===== src/rtl/store_buffer_pkg.sv =====
// ============================================================================
// Module  : store_buffer_pkg
// Brief   : Shared widths, depth defaults and pointer-width helper.
// Rev     : 1.0
// ============================================================================
`default_nettype none

package store_buffer_pkg;

  localparam int DEF_ADDRESS_WIDTH = 32;
  localparam int DEF_DATA_WIDTH    = 32;
  localparam int DEF_DEPTH         = 4;

  function automatic int ptr_width(input int depth);
    return (depth > 1) ? $clog2(depth) : 1;
  endfunction

endpackage

`default_nettype wire


===== src/rtl/sb_youngest_match.sv =====
// ============================================================================
// Module  : sb_youngest_match
// Brief   : Rotated priority encoder returning the match closest behind tail.
// Rev     : 1.0
// ============================================================================
`default_nettype none

module sb_youngest_match
  import store_buffer_pkg::*;
#(
  parameter int DEPTH = DEF_DEPTH,
  parameter int PTR_W = ptr_width(DEPTH)
) (
  input  logic [DEPTH-1:0] match,
  input  logic [PTR_W-1:0] tail,
  output logic             hit,
  output logic [PTR_W-1:0] idx
);

  logic [PTR_W-1:0] cand;

  // Walk from oldest (tail-DEPTH) to youngest (tail-1); later hits override.
  always_comb begin
    hit  = 1'b0;
    idx  = '0;
    cand = '0;
    for (int k = DEPTH; k >= 1; k--) begin
      cand = tail - PTR_W'(k);
      if (match[cand]) begin
        hit = 1'b1;
        idx = cand;
      end
    end
  end

endmodule

`default_nettype wire


===== src/rtl/store_buffer.sv =====
// ============================================================================
// Module  : store_buffer
// Brief   : Store queue draining into the data RAM with store-to-load forwarding.
// Rev     : 1.0
// ============================================================================
`default_nettype none

module store_buffer
  import store_buffer_pkg::*;
#(
  parameter int ADDRESS_WIDTH = DEF_ADDRESS_WIDTH,
  parameter int DATA_WIDTH    = DEF_DATA_WIDTH,
  parameter int DEPTH         = DEF_DEPTH
) (
  input  logic                     clk,
  input  logic                     rst_n,
  input  logic                     st_valid,
  output logic                     st_ready,
  input  logic [ADDRESS_WIDTH-1:0] st_addr,
  input  logic [DATA_WIDTH-1:0]    st_data,
  input  logic [ADDRESS_WIDTH-1:0] ld_addr,
  output logic                     ld_hit,
  output logic [DATA_WIDTH-1:0]    ld_data,
  input  logic                     mem_grant,
  output logic                     mem_WE,
  output logic [ADDRESS_WIDTH-1:0] mem_A,
  output logic [DATA_WIDTH-1:0]    mem_WD,
  output logic                     empty
);

  localparam int PTR_W = ptr_width(DEPTH);
  localparam int CNT_W = PTR_W + 1;

  logic [ADDRESS_WIDTH-1:0] addr_q [DEPTH];
  logic [ADDRESS_WIDTH-1:0] addr_d [DEPTH];
  logic [DATA_WIDTH-1:0]    data_q [DEPTH];
  logic [DATA_WIDTH-1:0]    data_d [DEPTH];
  logic [DEPTH-1:0]         valid_q, valid_d;
  logic [PTR_W-1:0]         head_q, head_d;
  logic [PTR_W-1:0]         tail_q, tail_d;
  logic [CNT_W-1:0]         count_q, count_d;

  logic                     accept;
  logic                     drain;
  logic [DEPTH-1:0]         match;
  logic                     fwd_hit;
  logic [PTR_W-1:0]         fwd_idx;

  assign st_ready = (count_q != CNT_W'(DEPTH));
  assign empty    = (count_q == '0);
  assign mem_WE   = (count_q != '0) && mem_grant;
  assign mem_A    = addr_q[head_q];
  assign mem_WD   = data_q[head_q];

  assign accept = st_valid && st_ready;
  assign drain  = mem_WE;

  // Accept and drain never target the same slot: tail==head only when empty or full.
  always_comb begin
    addr_d  = addr_q;
    data_d  = data_q;
    valid_d = valid_q;
    head_d  = head_q;
    tail_d  = tail_q;
    count_d = count_q;
    if (drain) begin
      valid_d[head_q] = 1'b0;
      head_d          = head_q + PTR_W'(1);
    end
    if (accept) begin
      addr_d[tail_q]  = st_addr;
      data_d[tail_q]  = st_data;
      valid_d[tail_q] = 1'b1;
      tail_d          = tail_q + PTR_W'(1);
    end
    case ({accept, drain})
      2'b10:   count_d = count_q + CNT_W'(1);
      2'b01:   count_d = count_q - CNT_W'(1);
      default: count_d = count_q;
    endcase
  end

  always_ff @(posedge clk or negedge rst_n) begin
    if (!rst_n) begin
      for (int i = 0; i < DEPTH; i++) begin
        addr_q[i] <= '0;
        data_q[i] <= '0;
      end
      valid_q <= '0;
      head_q  <= '0;
      tail_q  <= '0;
      count_q <= '0;
    end else begin
      addr_q  <= addr_d;
      data_q  <= data_d;
      valid_q <= valid_d;
      head_q  <= head_d;
      tail_q  <= tail_d;
      count_q <= count_d;
    end
  end

  generate
    for (genvar g = 0; g < DEPTH; g++) begin : g_match
      assign match[g] = valid_q[g] && (addr_q[g] == ld_addr);
    end
  endgenerate

  sb_youngest_match #(
    .DEPTH (DEPTH),
    .PTR_W (PTR_W)
  ) u_youngest (
    .match (match),
    .tail  (tail_q),
    .hit   (fwd_hit),
    .idx   (fwd_idx)
  );

  assign ld_hit  = fwd_hit;
  assign ld_data = fwd_hit ? data_q[fwd_idx] : '0;

endmodule

`default_nettype wire


===== config.mk =====
export PLATFORM = sky130hd
export DESIGN_NAME = store_buffer
export DESIGN_NICKNAME = d
export VERILOG_FILES = /design/src/rtl/store_buffer_pkg.sv /design/src/rtl/sb_youngest_match.sv /design/src/rtl/store_buffer.sv
export SDC_FILE = /design/constraint.sdc
export NUM_CORES = 1
export LEC_CHECK = 0
export CORE_MARGIN = 2
export CORE_UTILIZATION = 50
export DETAILED_ROUTE_END_ITERATION = 16
export GPL_TIMING_DRIVEN = 0
export PLACE_DENSITY_LB_ADDON = 0.2
export SLEW_MARGIN = 15
export SYNTH_ARGS = -nofsm -noshare
export SYNTH_HDL_FRONTEND = slang
export SYNTH_SLANG_ARGS = --single-unit

===== constraint.sdc =====
create_clock -name clk -period 3.4 [get_ports clk]
set_input_delay 0.68 -clock clk [delete_from_list [all_inputs] [get_ports clk]]
set_output_delay 0.68 -clock clk [all_outputs]
set_load 0.1 [all_outputs]

==> summary.log, run 1 <==
INFO  worst_setup_path cells_traversed_along_the_worst_timing_path=dlygate4sd2_1, xor2_1, nor4_2, and3_1, buf_2, nand3_4, nor2b_4, nor4_4, buf_6, buf_12, buf_12, mux2i_4, o22ai_4, buf_12
INFO  synthesis      synth.lib_cells_used.distinct=51
INFO  grt            grt_max_degree=103
INFO  timing         fmax=0.231GHz
INFO  clock_tree     clk_path_buf_depth=3
INFO  placement      buffer_ports.inserted=181
INFO  synthesis      synth-edff-count=0
INFO  worst_setup_path path_class=in2out
INFO  synthesis      synthArstFlopShare=1.00
INFO  clock_tree     cts.hold.buffers_added=0
INFO  run            maxCapViolCount=0
INFO  worst_setup_path worst_ep_arrival=3.65ns
INFO  worst_setup_path critPathMaxFanout=8
INFO  detailed_routing detail-route-antenna-nets=0
INFO  detailed_routing dr.pass1.iters=5
INFO  finish         ff_latch_area=6680um^2
INFO  grt            grt_pass1_wl=65.9mm
INFO  timing         timing.clock.skew=0.0131ns
INFO  floorplan      start_util=0.504
INFO  synthesis      mappedNetlistArea=14400um^2
INFO  floorplan      die_height=174um
INFO  timing         min_period_over_period=1.27
INFO  clock_tree     worst_path_clk_slew=0.06ns
INFO  grt            groute.usage.overall=0.288
INFO  finish         post_route_cells_drive_above_1_share=0.543
INFO  worst_setup_path worstPathBufferInverterCount=6
INFO  finish         multi_input_comb_area=8740um^2
INFO  timing         max_slew.worst_pin.slew=0.959ns
INFO  placement      gp_congestion=0.906
INFO  clock_tree     clockRootBuffer=sky130_fd_sc_hd__clkbuf_16
INFO  clock_tree     cts_tree=built
INFO  synthesis      dominantRegCellSynth=sky130_fd_sc_hd__dfrtp_1
INFO  finish         fillCellCount=1998
INFO  placement      pre_cts_slack=-2.26ns
INFO  clock_tree     clock_insertion_delay_worst_skew=0.56ns
INFO  grt            gr-total-overflow=0
INFO  floorplan      boundaryPins=200
INFO  detailed_routing detail_route.drc_violations=0
INFO  timing         slew_headroom=0.358
INFO  min_path       holdCritPathClass=in2async
INFO  worst_setup_path crit_path_max_delay_family=buffers and inverters
INFO  floorplan      std_cell_rows=62
INFO  worst_setup_path crit_path_frequent_cell=sky130_fd_sc_hd__buf_12
INFO  synthesis      postSynthCellCount=1027
INFO  placement      placement.cell_area=17400um^2
INFO  detailed_routing drt_wl_total=42.9mm
INFO  synthesis      synth_largest_area_cell=sky130_fd_sc_hd__dfrtp_1
INFO  worst_setup_path worst-endpoint-required=2.72ns
INFO  timing         setup_ws=-0.929ns
INFO  finish         num-nets-final=1386
INFO  detailed_routing routed-via-count=10050
INFO  synthesis      yosys.area.top_type_share=0.465
INFO  worst_setup_path crit_path_start_kind=input pin
INFO  grt            antenna_found_initial=1
INFO  finish         antenna_cells=0
INFO  synthesis      syn_nets=1137
INFO  finish         layout-area-overhead-vs-synth=38.7%
INFO  clock_tree     cts.htree.levels=1
INFO  detailed_routing routed_wire_length_per_instance=25.5um
INFO  grt            vias_in_the_first_global_route=10922
INFO  synthesis      synth_seq_cells=267
INFO  clock_tree     cts-buffers-inserted=30
INFO  timing         final.hold.worst_slack=0.160ns
INFO  worst_setup_path setup.worst_path.end_class=primary output
INFO  clock_tree     clock-sinks=267
INFO  detailed_routing drt_first_iter_violations=699
INFO  floorplan      die-area=30100um^2
INFO  worst_setup_path crit_path_top_delay_cell=sky130_fd_sc_hd__nor4_2
INFO  run_status     outcome=complete, but fails checks
INFO  finish         post-route-cell-area=20000um^2
INFO  synthesis      ys.warnings.count=0
INFO  floorplan      floorplan.die.width=174um
INFO  placement      place_hpwl=29.0mm
INFO  synthesis      post_synth.cell_area_avg=14.0um^2
INFO  timing         grt_setup_unrepaired=true
INFO  timing         hold_viol_final=0
INFO  synthesis      ys_top_cells_by_area=sky130_fd_sc_hd__dfrtp_1 (46%), sky130_fd_sc_hd__mux2_2 (20%), sky130_fd_sc_hd__mux4_2 (10%)
INFO  timing         finalSetupTns=-28.92ns
INFO  timing         final-setup-viol-count=33
INFO  worst_setup_path max_stage_delay=0.38ns
INFO  timing         timing.final.max_slew_violations=0
INFO  run_status     violations=setup timing
INFO  timing         min_period=4.33ns
INFO  synthesis      synth_sequential_area_ratio=0.465
INFO  detailed_routing viasPerCell=5.98
INFO  floorplan      floorplan.core_area=28500um^2
## synthesized netlist by cell type, types with 3 or more instances
master / instances
sky130_fd_sc_hd__buf_1: 9
sky130_fd_sc_hd__dfrtp_1: 267
sky130_fd_sc_hd__nor4_1: 5
sky130_fd_sc_hd__buf_6: 5
sky130_fd_sc_hd__nand3_1: 6
sky130_fd_sc_hd__nor2_1: 7
sky130_fd_sc_hd__and3_1: 5
sky130_fd_sc_hd__buf_12: 4
sky130_fd_sc_hd__clkbuf_1: 46
sky130_fd_sc_hd__o22ai_1: 32
sky130_fd_sc_hd__mux4_2: 64
sky130_fd_sc_hd__xnor2_1: 113
sky130_fd_sc_hd__nor3_1: 5
sky130_fd_sc_hd__nand4_1: 32
sky130_fd_sc_hd__nor4_2: 3
sky130_fd_sc_hd__nand2_1: 19
sky130_fd_sc_hd__mux2i_1: 68
sky130_fd_sc_hd__inv_1: 9
sky130_fd_sc_hd__ha_1: 9
sky130_fd_sc_hd__mux2_2: 256
sky130_fd_sc_hd__xor2_1: 18
sky130_fd_sc_hd__buf_2: 12
## registers in the layout (all words and copies together) (netlist names)
register	cells
count_q	3
tail_q	2
data_q	128
valid_q	4
addr_q	128
head_q	2
## cells in the final DEF (no fill, tap or decap), types with 13 or more instances in the layout
cell type	Yosys	routed
sky130_fd_sc_hd__xnor2_2	1	22
sky130_fd_sc_hd__clkbuf_2	0	23
sky130_fd_sc_hd__nand2_1	19	19
sky130_fd_sc_hd__mux2i_4	0	54
sky130_fd_sc_hd__xor2_1	18	18
sky130_fd_sc_hd__nand4_1	32	32
sky130_fd_sc_hd__dfrtp_1	267	266
sky130_fd_sc_hd__mux2_2	256	256
sky130_fd_sc_hd__clkbuf_16	0	32
sky130_fd_sc_hd__buf_2	12	39
sky130_fd_sc_hd__buf_4	0	31
sky130_fd_sc_hd__o22ai_4	0	32
sky130_fd_sc_hd__clkdlybuf4s50_1	0	68
sky130_fd_sc_hd__buf_12	4	42
sky130_fd_sc_hd__mux4_2	64	64
sky130_fd_sc_hd__xnor2_1	113	92
sky130_fd_sc_hd__buf_6	5	13
sky130_fd_sc_hd__clkdlybuf4s15_2	0	16
sky130_fd_sc_hd__clkbuf_1	46	38
## cell families (layout without fill, tap and decap cells)
kind of cell,Yosys count,in the layout,synth area share
AOI/OAI and AO/OA,48,48,0.0223
xor gates and xnor gates,133,133,0.0828
adders and majority gates,10,10,0.00922
buffers and inverters,88,359,0.0327
DFF,267,267,0.465
muxes,388,388,0.348
and+or+nand+nor,93,93,0.0403
## per-layer routing
layer	global-route usage	up-vias	wire length, um
li1	-	4341	-
met1	0.368	5214	16800
met2	0.481	380	21300
met3	0.0618	113	2860
met4	0.115	2	1920
met5	0	-	16
## cell type report
type / count / share of cell area
multi-input combinational: 672 / 0.438
sequential: 267 / 0.335
timing repair buffer: 219 / 0.119
clock buffer: 45 / 0.0450
buffer: 76 / 0.0292
tap: 384 / 0.0241
clock inverter: 9 / 0.00759
inverter: 10 / 0.00213
## stage by stage
step	cells	util
6_report	1682	0.699
5_1_grt	1682	0.699
4_1_cts	1680	0.695
3_5_place_dp	1594	0.611
3_3_place_gp	1592	0.609
2_1_floorplan	1027	-
## what timing repair did
action,in CTS,in global routing
buffers inserted,24,7
setup endpoints to repair,98,69
gates resized for setup,722,85
gates cloned,9,0
pin swaps,37,21
## final timing paths
| check | startpoint | endpoint | slack, ns | cells after the start |
|---|---|---|---|---|
| hold reg to reg | valid_q[1]$_DFF_PN0_ | valid_q[1]$_DFF_PN0_ | 0.50 | 2 |
| hold / removal | rst_n | addr_q[105]$_DFFE_PN0P_ | 0.16 | 1 |
| max in group asynchronous | rst_n | data_q[56]$_DFFE_PN0P_ | 2.23 | 2 |
| min in group clk | valid_q[1]$_DFF_PN0_ | valid_q[1]$_DFF_PN0_ | 0.50 | 2 |
| setup reg to reg | count_q[0]$_DFFE_PN0P_ | addr_q[19]$_DFFE_PN0P_ | 0.29 | 8 |
| setup / recovery | ld_addr[12] | ld_data[0] | -0.93 | 14 |
Power of run 1 is left out: the tool's default activity adds up to more than one toggle a clock period on the data nets, which glitch-free logic cannot reach.
==> run 2: changes to the inputs <==
--- a/config.mk
+++ b/config.mk
@@ -5,6 +5,7 @@
 export SDC_FILE = /design/constraint.sdc
 export NUM_CORES = 1
 export LEC_CHECK = 0
+export ABC_CLOCK_PERIOD_IN_PS = 3400
 export CORE_MARGIN = 2
 export CORE_UTILIZATION = 50
 export DETAILED_ROUTE_END_ITERATION = 16
==> results of run 2 <==
Same layout as run 1: the final DEF is identical, and so are final timing and power.
Power of run 2 is left out for the same reason.
